**config.mk**
```make
export PLATFORM = sky130hd
export DESIGN_NAME = sc_lives_fsm
export DESIGN_NICKNAME = d
export VERILOG_FILES = /design/src/rtl/sc_lives_fsm.sv
export SDC_FILE = /design/constraint.sdc
export NUM_CORES = 1
export LEC_CHECK = 0
export ABC_AREA = 0
export CORE_MARGIN = 2
export CORE_UTILIZATION = 35
export CTS_BUF_LIST = sky130_fd_sc_hd__clkbuf_8
export CTS_CLUSTER_SIZE = 10
export DETAILED_ROUTE_END_ITERATION = 8
export GPL_ROUTABILITY_DRIVEN = 0
export PLACE_DENSITY = 0.48
export SLEW_MARGIN = 10
export SYNTH_ARGS = -nofsm -noshare
export SYNTH_HDL_FRONTEND = slang
export SYNTH_SLANG_ARGS = --single-unit
```
**constraint.sdc**
```tcl
create_clock -name SC_LIVESFSM_CLOCK_50 -period 3.4 [get_ports SC_LIVESFSM_CLOCK_50]
set_input_delay 0.34 -clock SC_LIVESFSM_CLOCK_50 [delete_from_list [all_inputs] [get_ports SC_LIVESFSM_CLOCK_50]]
set_output_delay 0.34 -clock SC_LIVESFSM_CLOCK_50 [all_outputs]
set_load 0.05 [all_outputs]
```
**src/rtl/sc_lives_fsm.sv**
```systemverilog
// Frog-game lives controller: filters crash samples, counts lives, times respawn.
// Define SC_LIVESFSM_BLINK_EN to build the respawn blink counter; otherwise blink is tied low.
module sc_lives_fsm #(
  parameter int LIVES_INIT    = 3,
  parameter int CRASH_FILTER  = 2,
  parameter int RESPAWN_TICKS = 25000000,
  parameter int BLINK_HALF    = 3125000
) (
  input  logic       SC_LIVESFSM_CLOCK_50,
  input  logic       SC_LIVESFSM_RESET_InHigh,
  input  logic       SC_LIVESFSM_crash_InLow,
  input  logic       SC_LIVESFSM_goal_InHigh,
  input  logic       SC_LIVESFSM_start_InLow,
  output logic [2:0] SC_LIVESFSM_state_OutBUS,
  output logic [1:0] SC_LIVESFSM_lives_OutBUS,
  output logic       SC_LIVESFSM_frogreset_OutHigh,
  output logic       SC_LIVESFSM_gameover_OutHigh,
  output logic       SC_LIVESFSM_win_OutHigh,
  output logic       SC_LIVESFSM_blink_OutHigh
);

  typedef enum logic [2:0] {
    IDLE     = 3'd0,
    PLAY     = 3'd1,
    HIT      = 3'd2,
    RESPAWN  = 3'd3,
    GAMEOVER = 3'd4,
    WIN      = 3'd5
  } stateT;

  localparam logic [1:0]  LIVES_RST   = 2'(LIVES_INIT);
  localparam logic [3:0]  FILTER_LAST = 4'(CRASH_FILTER - 1);
  localparam logic [25:0] TIMER_LOAD  = 26'(RESPAWN_TICKS - 1);

  stateT       state;
  stateT       nextState;
  logic [1:0]  livesQ;
  logic [3:0]  filterCnt;
  logic [25:0] timer;
  logic        startPrev;
  logic        startArmed;
  logic        frogQ;
  logic        gameoverQ;
  logic        winQ;
  logic        startEvent;
  logic        crashConfirm;

  // startArmed stays low until the button has been seen released after reset,
  // so a button held through reset cannot count as a press.
  always_comb begin
    startEvent   = startArmed & startPrev & ~SC_LIVESFSM_start_InLow;
    crashConfirm = ~SC_LIVESFSM_crash_InLow & (filterCnt == FILTER_LAST);
    nextState    = state;
    case (state)
      IDLE:     if (startEvent) nextState = PLAY;
      PLAY: begin
        if (crashConfirm) nextState = HIT;
        else if (SC_LIVESFSM_goal_InHigh) nextState = WIN;
      end
      HIT:      nextState = (livesQ == 2'd1) ? GAMEOVER : RESPAWN;
      RESPAWN:  if (timer == 26'd0) nextState = PLAY;
      GAMEOVER: if (startEvent) nextState = IDLE;
      WIN:      if (startEvent) nextState = IDLE;
      default:  nextState = IDLE;
    endcase
  end

  always_ff @(posedge SC_LIVESFSM_CLOCK_50 or posedge SC_LIVESFSM_RESET_InHigh) begin
    if (SC_LIVESFSM_RESET_InHigh) begin
      state      <= IDLE;
      livesQ     <= LIVES_RST;
      filterCnt  <= 4'd0;
      timer      <= 26'd0;
      startPrev  <= 1'b1;
      startArmed <= 1'b0;
      frogQ      <= 1'b0;
      gameoverQ  <= 1'b0;
      winQ       <= 1'b0;
    end else begin
      state     <= nextState;
      startPrev <= SC_LIVESFSM_start_InLow;
      if (SC_LIVESFSM_start_InLow) startArmed <= 1'b1;
      frogQ     <= ((state == IDLE) && (nextState == PLAY)) ||
                   ((state != RESPAWN) && (nextState == RESPAWN));
      gameoverQ <= (nextState == GAMEOVER);
      winQ      <= (nextState == WIN);

      // Lives drop on the edge leaving HIT, so HIT still shows the pre-hit count.
      if (nextState == IDLE) livesQ <= LIVES_RST;
      else if ((state == HIT) && (livesQ != 2'd0)) livesQ <= livesQ - 2'd1;

      if ((state == PLAY) && (nextState == PLAY) && ~SC_LIVESFSM_crash_InLow)
        filterCnt <= filterCnt + 4'd1;
      else
        filterCnt <= 4'd0;

      if ((state == HIT) && (nextState == RESPAWN)) timer <= TIMER_LOAD;
      else if ((state == RESPAWN) && (timer != 26'd0)) timer <= timer - 26'd1;
    end
  end

`ifdef SC_LIVESFSM_BLINK_EN
  localparam logic [25:0] BLINK_LAST = 26'(BLINK_HALF - 1);

  logic [25:0] blinkCnt;
  logic        blinkQ;

  always_ff @(posedge SC_LIVESFSM_CLOCK_50 or posedge SC_LIVESFSM_RESET_InHigh) begin
    if (SC_LIVESFSM_RESET_InHigh) begin
      blinkCnt <= 26'd0;
      blinkQ   <= 1'b0;
    end else if (nextState == RESPAWN) begin
      if (state != RESPAWN) begin
        blinkCnt <= 26'd0;
        blinkQ   <= 1'b1;
      end else if (blinkCnt == BLINK_LAST) begin
        blinkCnt <= 26'd0;
        blinkQ   <= ~blinkQ;
      end else begin
        blinkCnt <= blinkCnt + 26'd1;
      end
    end else begin
      blinkCnt <= 26'd0;
      blinkQ   <= 1'b0;
    end
  end

  assign SC_LIVESFSM_blink_OutHigh = blinkQ;
`else
  // Constant 0; the AND only keeps BLINK_HALF referenced in this build.
  assign SC_LIVESFSM_blink_OutHigh = 1'b0 & (BLINK_HALF != 0);
`endif

  assign SC_LIVESFSM_state_OutBUS      = state;
  assign SC_LIVESFSM_lives_OutBUS      = livesQ;
  assign SC_LIVESFSM_frogreset_OutHigh = frogQ;
  assign SC_LIVESFSM_gameover_OutHigh  = gameoverQ;
  assign SC_LIVESFSM_win_OutHigh       = winQ;

endmodule

```
==> results of run 1 <==
-- worst max-delay path, stage by stage, from the launching register on --
cell,delay [ps]
dfrtp_1,420
inv_1,100
ha_1,220
or4b_1,620
nor4_4,370
a21oi_1,370
and4_1,330
o21ai_0,190
-- registers in the layout, summed over array words and instances (netlist names) --
name / cells
filterCnt: 4
SC_LIVESFSM_gameover_OutHigh: 1
SC_LIVESFSM_state_OutBUS: 3
timer: 26
SC_LIVESFSM_frogreset_OutHigh: 1
startPrev: 1
SC_LIVESFSM_lives_OutBUS: 2
startArmed: 1
SC_LIVESFSM_win_OutHigh: 1
-- where the power goes --
part | switching, mW | internal [mW]
Sequential | 0.144 | 0.617
Combinational | 0.378 | 0.253
Clock | 0.168 | 0.217
-- metal layers --
metal | global-route usage, % | part of all wire (%) | up-vias
met2 | 25.9 | 50 | 21
met4 | 4.10 | 0.82 | 0
li1 | - | - | 789
met3 | 4.02 | 3.5 | 6
met5 | 0 | 0 | -
met1 | 20.9 | 46 | 810
-- placed cells by master, fill, tap and decap left out, types with 5 or more instances in the layout --
cell	instances
clkbuf_8	5
o21ai_0	7
nor2_1	15
dfrtp_1	37
xnor2_1	11
nor4_1	9
a21oi_1	5
or4_1	6
nor3_1	5
ha_1	5
nand2_1	18
inv_1	10
clkdlybuf4s50_1	12
-- cell families (layout without fill, tap and decap cells) --
| logic type | Yosys count | count (layout) | synth area share [%] |
|---|---|---|---|
| adders and majority gates | 5 | 5 | 2.90 |
| DFF | 40 | 40 | 46.5 |
| AOI/OAI and AO/OA | 38 | 38 | 13.7 |
| muxes | 3 | 3 | 1.39 |
| xor gates and xnor gates | 12 | 12 | 4.86 |
| buffers and inverters | 21 | 33 | 4.81 |
| and+or+nand+nor | 89 | 89 | 25.7 |
| other | 1 | 1 | 0.174 |
-- per-stage QoR --
step	instances	hold WS [ps]	instance area (um^2)	power [mW]	utilization (%)
finish	296	473	2440	1.78	41.0
global route	296	496	2440	1.90	41.0
CTS	296	483	2440	1.80	41.0
detailed placement	288	481	2330	1.40	39.1
global placement	288	447	2330	1.38	39.1
floorplan	209	344	2160	1.21	-
-- final cells by class --
class | count | area share, %
tap | 75 | 3.84
sequential | 40 | 41.1
inverter | 10 | 1.54
multi-input combinational | 148 | 43.1
timing repair buffer | 15 | 5.84
clock inverter | 3 | 1.74
clock buffer | 5 | 2.82
-- path summary, 6_finish.rpt --
| kind | end | slack, ps | cells after the start |
|---|---|---|---|
| hold reg to reg | startArmed$_DFFE_PP0P_ | 500 | 1 |
| min in group SC_LIVESFSM_CLOCK_50 | startPrev$_DFF_PP1_ | 490 | 1 |
| setup / recovery | timer[12]$_DFFE_PP0P_ | 680 | 7 |
| max in group asynchronous | startPrev$_DFF_PP1_ | 2550 | 3 |
| hold / removal | timer[21]$_DFFE_PP0P_ | 470 | 3 |
| setup reg to reg | timer[12]$_DFFE_PP0P_ | 680 | 7 |
==> flow_summary.toml, run 1 <==
[worst_setup_path]
end_kind = "register"
path_class = "register to register"
startpoint = "timer[0]$_DFFE_PP0P_"
r2r_start = "timer[0]$_DFFE_PP0P_"
path_max_fanout = 13
crit_required_ps = 3590
start_kind = "register"
cp_data_arrival_time_ps = 2920

[global_routing]
grt_pass1_vias = 1657
antenna_found_initial = 0
grt_max_degree = 41
grt_usage_pct = 15.8
overflow = 0
grt_pass1_wl_um = 8200

[cells_and_area]
drive_gt1_share_pct = 14.5
seq_area_um2 = 1000
nFillCells = 603
syn2layout_area_growth_pct = 13.0
multi_input_area_um2 = 1050
n_antenna_cell = 0
fin_nets = 230

[job]
cap_violations = 0

[cts]
insertion_delay_ps = 290
cts_setup_buffers = 0
cts_tree = "built"
cts.sinks = 40
clockRootBuffer = "clkbuf_8"
clk_pin_slew_ps = 80
cts_max_level = 2
cts_resized = 0
cts_made_buffers = 5
cts_max_path_buffers = 2
cts_hold_buf = 0

[place]
hpwlAfterDp_um = 3320
place_ws_ps = 732
io_buffers = 12

[detailed_routing]
drc_errors = 0
wire_per_inst_um = 15.6
vias = 1626
routed_wl_um = 4620
ant_nets = 0
drtIter0Drc = 121
avgViaCountPerCell = 5.49
dr.pass1.iters = 4

[yosys]
post-synth-top-area-cell = "dfrtp_1"
yosys.cell_types.count = 53
synth.most_common_cell = "dfrtp_1"
syn_nets = 219
synth_area_um2 = 2160
synth_top_flop_cell = "dfrtp_1"
ys_warn_count = 0
synth_commonest_cells = "37 x dfrtp_1, 18 x nand2_1, 15 x nor2_1, 11 x xnor2_1, 10 x inv_1"
synth_top_cell_area_share_pct = 42.8
synth_edf_count = 0
ys_seq_area_share_pct = 46.5
netlist_instances = 209
synthArstFlopShare_pct = 100
avgSynthCellArea_um2 = 10.3
synth_seq_cells = 40
synthTopCellsByArea = "dfrtp_1 43%, xnor2_1 4.5%, dfstp_2 3.6%"

[die]
die_h_um = 82.6
io_pins = 14
die_area_um2 = 6820
die_w_um = 82.6
core-area_um2 = 5960
fp-row-count = 28
initial_core_util_pct = 36.3

[sta]
slew_headroom_pct = 40.6
finalHoldViolations = 0
fmax_mhz = 367
rsz0062_at_grt = "no"
setup_viol = 0
min_period_over_period_pct = 80.1
tns_ps = 0
finClkSkew_ps = 7.09
tightest_slew_ps = 891
worst_slack_ps = 676
maxSlewViolCount = 0
period_minus_slack_ps = 2720

[power]
p_leak_nw = 0.957
ir_drop_uv = 421
power.density_nw_per_um2 = 728

[status]
status = "complete, no violations"

[min_path]
hold_path.class = "input pin to asynchronous set/reset pin"
No activity file was read; power rests on OpenSTA's default activity.
==> inputs of run 2 (changes only) <==
==> constraint.sdc (replaced) <==
create_clock -name SC_LIVESFSM_CLOCK_50 -period 2.6 [get_ports SC_LIVESFSM_CLOCK_50]
set_input_delay 0.26 -clock SC_LIVESFSM_CLOCK_50 [delete_from_list [all_inputs] [get_ports SC_LIVESFSM_CLOCK_50]]
set_output_delay 0.26 -clock SC_LIVESFSM_CLOCK_50 [all_outputs]
set_load 0.05 [all_outputs]
==> run 2 against run 1 <==
Net effect:
- utilization rose by 0.82 points
- total power rose by 25%
- non-clock buffer count rose by 10
- clock skew rose by 2.4 ps
- cell area rose by 2.0%
- sequential share of layout area fell by 0.81 points
- via count did not move
- maximum frequency rose by 13%
- critical path depth rose by 1
- die area did not move
==> flow_summary.toml, run 2 (synthesis results as in run 1) <==
[sta]
min_period_over_period_pct = 92.4
worst_hold_slack_ps = 403
slew_headroom_pct = 61.7
period_minus_slack_ps = 2400
maxSlewViolCount = 0
finalHoldViolations = 0
finClkSkew_ps = 9.44
setup_viol = 0
fmax_mhz = 416
rsz0062_at_grt = "no"
tightest_slew_ps = 574
tns_ps = 0

[worst_setup_path]
rr_endpoint = "timer[10]$_DFFE_PP0P_"
path_max_fanout = 10
start_kind = "register"
r2r_start = "timer[0]$_DFFE_PP0P_"
path_class = "register to register"
cp_data_arrival_time_ps = 2620
reg2reg_depth = 8
end_kind = "register"
r2r_slack_ps = 200
crit_required_ps = 2820

[cts]
clk_pin_slew_ps = 80
cts_made_buffers = 5
cts_tree = "built"
cts_max_path_buffers = 2
cts_max_level = 2
cts_setup_buffers = 0
insertion_delay_ps = 290
cts.sinks = 40
clockRootBuffer = "clkbuf_8"

[detailed_routing]
drc_errors = 0
ant_nets = 0
vias = 1626
avgViaCountPerCell = 5.31
wire_per_inst_um = 14.9
dr.pass1.iters = 4
drtIter0Drc = 122
routed_wl_um = 4570

[job]
cap_violations = 0

[die]
core-area_um2 = 5960
fp-row-count = 28
die_w_um = 82.6
io_pins = 14
initial_core_util_pct = 36.3
die_area_um2 = 6820
die_h_um = 82.6

[power]
p_clk_share_pct = 17.2
ir_drop_uv = 576
power.density_nw_per_um2 = 895
switching_share_pct = 39.8
p_sw_mw = 0.887
p_leak_nw = 1.00
p_int_mw = 1.34
pwr-share-comb_pct = 38.5
power_frac_seq_pct = 44.3

[cells_and_area]
regMostFlops = "timer"
final_area_um2 = 2490
final_common_cell = "dfrtp_1"
syn2layout_area_growth_pct = 15.3
fin_nets = 240
layout_common_cells = "37 x dfrtp_1, 18 x nand2_1, 15 x nor2_1, 13 x buf_4"
drive_gt1_share_pct = 17.7
n_antenna_cell = 0
largest_register_ffs = 26

[place]
hpwlAfterDp_um = 3290
placed_area_um2 = 2410
io_buffers = 12

[global_routing]
grt_pass1_vias = 1633
use_met1_pct = 19.5
grt_usage_pct = 15.1
grt_use_met2_pct = 25.2
grt_pass1_wl_um = 7790
grt_use_met3_pct = 3.70
busiest_layer = "met2"
grt_max_degree = 41
overflow = 0
antenna_found_initial = 0

[min_path]
hold_path.class = "input pin to asynchronous set/reset pin"

[status]
status = "complete, no violations"
## run 2: changes by cell type in the layout (fill, tap and decap cells not counted), sizes merged
cell      delta
inv          +2
bufinv       -1
clkinvlp     -1
buf         +10
## run 2: what timing repair did
item                                    CTS  global route
gates resized for setup                   0             1
endpoints found under the setup margin    0             2
hold buffers                              0             0
## run 2: how the worst max path moves through the flow
stage | cells after the start | from | slack (ps) | end
2_1_floorplan | 7 | SC_LIVESFSM_state_OutBUS[1]$_DFF_PP0_ | 270 | filterCnt[2]$_DFF_PP0_
3_3_place_gp | 7 | timer[0]$_DFFE_PP0P_ | 270 | timer[22]$_DFFE_PP0P_
3_5_place_dp | 7 | timer[0]$_DFFE_PP0P_ | 220 | timer[22]$_DFFE_PP0P_
4_1_cts | 7 | timer[0]$_DFFE_PP0P_ | 210 | timer[22]$_DFFE_PP0P_
5_1_grt | 8 | timer[0]$_DFFE_PP0P_ | 20 | timer[6]$_DFFE_PP0P_
6_report | 8 | timer[0]$_DFFE_PP0P_ | 200 | timer[10]$_DFFE_PP0P_
## run 2: area by class of cell
class	instances	area, um^2
repair buffers	25	218
inverters	10	37.5
clock inverters	3	12.5
clock buffers	5	68.8
well taps	75	93.8
fillers	593	3460
flip-flops and latches	40	1000
multi-input cells	148	1060
## run 2: worst max-delay path, stage by stage (launching register included)
cell     delay [ps]
dfrtp_1         410
inv_1            90
ha_1            200
or4b_1          530
nor4_4          280
a21o_1          320
buf_4           210
or3_2           130
mux2i_1         160
## run 2: power by group through the flow
stage	clock, mW	sequential [mW]	combinational, mW
after floorplan	0	1.11	0.478
after global placement	0	0.985	0.843
after detailed placement	0	0.996	0.861
after CTS	0.404	0.984	0.868
after global routing	0.436	1.02	0.935
final	0.384	0.988	0.858
## run 2: through the flow
step           utilization (%)  total power, mW  setup WS (ps)  instances
6_report                  41.8             2.23            198        306
5_1_grt                   41.8             2.39           24.3        306
4_1_cts                   41.8             2.26            207        306
3_5_place_dp              40.4             1.86            220        298
3_3_place_gp              40.4             1.83            274        298
2_1_floorplan                -             1.59            267        209
## run 2: metal layers
layer	up-vias	share of wire, %
met5	-	0
met3	6	3.0
li1	809	-
met4	0	1.2
met1	787	47
met2	24	49
==> inputs of run 3 (changes only) <==
--- a/config.mk
+++ b/config.mk
@@ -12,8 +12,8 @@
 export CTS_CLUSTER_SIZE = 10
 export DETAILED_ROUTE_END_ITERATION = 8
 export GPL_ROUTABILITY_DRIVEN = 0
+export MAX_ROUTING_LAYER = met4
 export PLACE_DENSITY = 0.48
-export SLEW_MARGIN = 10
 export SYNTH_ARGS = -nofsm -noshare
 export SYNTH_HDL_FRONTEND = slang
 export SYNTH_SLANG_ARGS = --single-unit
==> run 3 against run 2 <==
Net effect:
- final cell count unchanged
- total power about the same
- maximum frequency up 0.18%
- sequential share of layout area unchanged
- global-route usage grew 0.43 points
- sequential power is essentially flat
- critical path depth is the same
- non-clock buffer count is the same
- first-iteration DRC count is 1.6% higher
- critical path type unchanged
- largest power group unchanged
==> flow_summary.toml, run 3 (synthesis results as in run 1) <==
[status]
status = "complete, no violations"

[cts]
cts_setup_buffers = 0
cts_made_buffers = 5
clk_pin_slew_ps = 80
insertion_delay_ps = 290
cts_max_path_buffers = 2
cts_resized = 0
cts.sinks = 40
cts_max_level = 2
clockRootBuffer = "clkbuf_8"
cts_hold_buf = 0
cts_tree = "built"

[die]
initial_core_util_pct = 36.3
die_w_um = 82.6
io_pins = 14
die_area_um2 = 6820
core-area_um2 = 5960
die_h_um = 82.6
fp-row-count = 28

[min_path]
hold_path.class = "input pin to asynchronous set/reset pin"

[worst_setup_path]
path_cells = "inv_1 -> ha_1 -> or4b_1 -> nor4_4 -> a21o_1 -> buf_4 -> or3_2 -> mux2i_1"
end_kind = "register"
cp.buffers_inverters = 2
crit_slowest_cell = "or4b_1"
path_class = "register to register"
cpPeakStageDelay_ps = 530
cp_data_arrival_time_ps = 2620
start_kind = "register"
path_delay_family = "simple AND/OR/NAND/NOR gates"
path_max_fanout = 10
crit_required_ps = 2820

[detailed_routing]
routed_wl_um = 4560
drtIter0Drc = 124
dr.pass1.iters = 4
drc_errors = 0
vias = 1629
avgViaCountPerCell = 5.32
ant_nets = 0
wire_per_inst_um = 14.9

[sta]
min_period_over_period_pct = 92.2
tightest_slew_ps = 577
setup_viol = 0
rsz0062_at_grt = "no"
tns_ps = 0
finClkSkew_ps = 9.75
finalHoldViolations = 0
slew_headroom_pct = 61.5
fmax_mhz = 417
maxSlewViolCount = 0
period_minus_slack_ps = 2400

[cells_and_area]
final_common_cell = "dfrtp_1"
instances_no_fill = 306
postLayoutCoreUtil_pct = 41.8
syn2layout_area_growth_pct = 15.3
nFillCells = 593
regMostFlops = "timer"
largest_register_ffs = 26
n_antenna_cell = 0
drive_gt1_share_pct = 17.7
fin_nets = 240
layout_common_cells = "37 x dfrtp_1, 18 x nand2_1, 15 x nor2_1, 13 x buf_4"
final_area_um2 = 2490

[global_routing]
grt_pass1_wl_um = 7780
grt_max_degree = 41
grt_usage_pct = 15.5
antenna_found_initial = 0
overflow = 0
grt_pass1_vias = 1634

[place]
placed_area_um2 = 2410
placed_cells = 298
io_buffers = 12
hpwlAfterDp_um = 3290

[job]
cap_violations = 0

[power]
total_power_mw = 2.23
ir_drop_uv = 576
p_leak_nw = 1.00
power.density_nw_per_um2 = 894
-- run 3: metal layers --
metal | part of all wire, % | wire length, um | up-vias | global-route usage, %
met3 | 2.6 | 117 | 6 | 3.59
met2 | 49 | 2240 | 24 | 25.2
met5 | 0 | 0 | - | -
met1 | 47 | 2150 | 790 | 19.5
li1 | - | - | 809 | -
met4 | 1.1 | 51 | 0 | 4.10
-- run 3: final cells by class --
class,count,area (um^2),share of cell area (%)
Clock buffer,5,68.8,2.76
Clock inverter,3,12.5,0.502
Inverter,10,37.5,1.51
Multi-Input combinational cell,148,1060,42.4
Sequential cell,40,1000,40.3
Tap cell,75,93.8,3.77
Timing Repair Buffer,25,218,8.74
-- run 3: stage by stage --
| stage | worst slack, ps | hold slack [ps] |
|---|---|---|
| floorplan | 267 | 264 |
| global placement | 274 | 448 |
| detailed placement | 220 | 463 |
| CTS | 207 | 415 |
| global route | 24.3 | 411 |
| finish | 203 | 402 |
-- run 3: power by group --
group | switching, mW | internal (mW)
registers | 0.179 | 0.808
logic | 0.502 | 0.355
clock network | 0.204 | 0.180
total | 0.885 | 1.34
-- run 3: worst paths after layout --
path / start / end / slack (ps) / cells after the start
worst min register to register: startArmed$_DFFE_PP0P_ / startArmed$_DFFE_PP0P_ / 480 / 1
min in group SC_LIVESFSM_CLOCK_50: SC_LIVESFSM_start_InLow / startPrev$_DFF_PP1_ / 420 / 1
max in group asynchronous: SC_LIVESFSM_RESET_InHigh / startPrev$_DFF_PP1_ / 1830 / 3
worst max-delay path: timer[0]$_DFFE_PP0P_ / timer[10]$_DFFE_PP0P_ / 200 / 8
worst min-delay path: SC_LIVESFSM_RESET_InHigh / timer[3]$_DFFE_PP0P_ / 400 / 3
worst max register to register: timer[0]$_DFFE_PP0P_ / timer[10]$_DFFE_PP0P_ / 200 / 8
-- run 3: worst reg2reg max path, cell delays in order, from the launching register on --
cell	delay, ps
dfrtp_1	410
inv_1	90
ha_1	200
or4b_1	530
nor4_4	280
a21o_1	320
buf_4	210
or3_2	130
mux2i_1	160
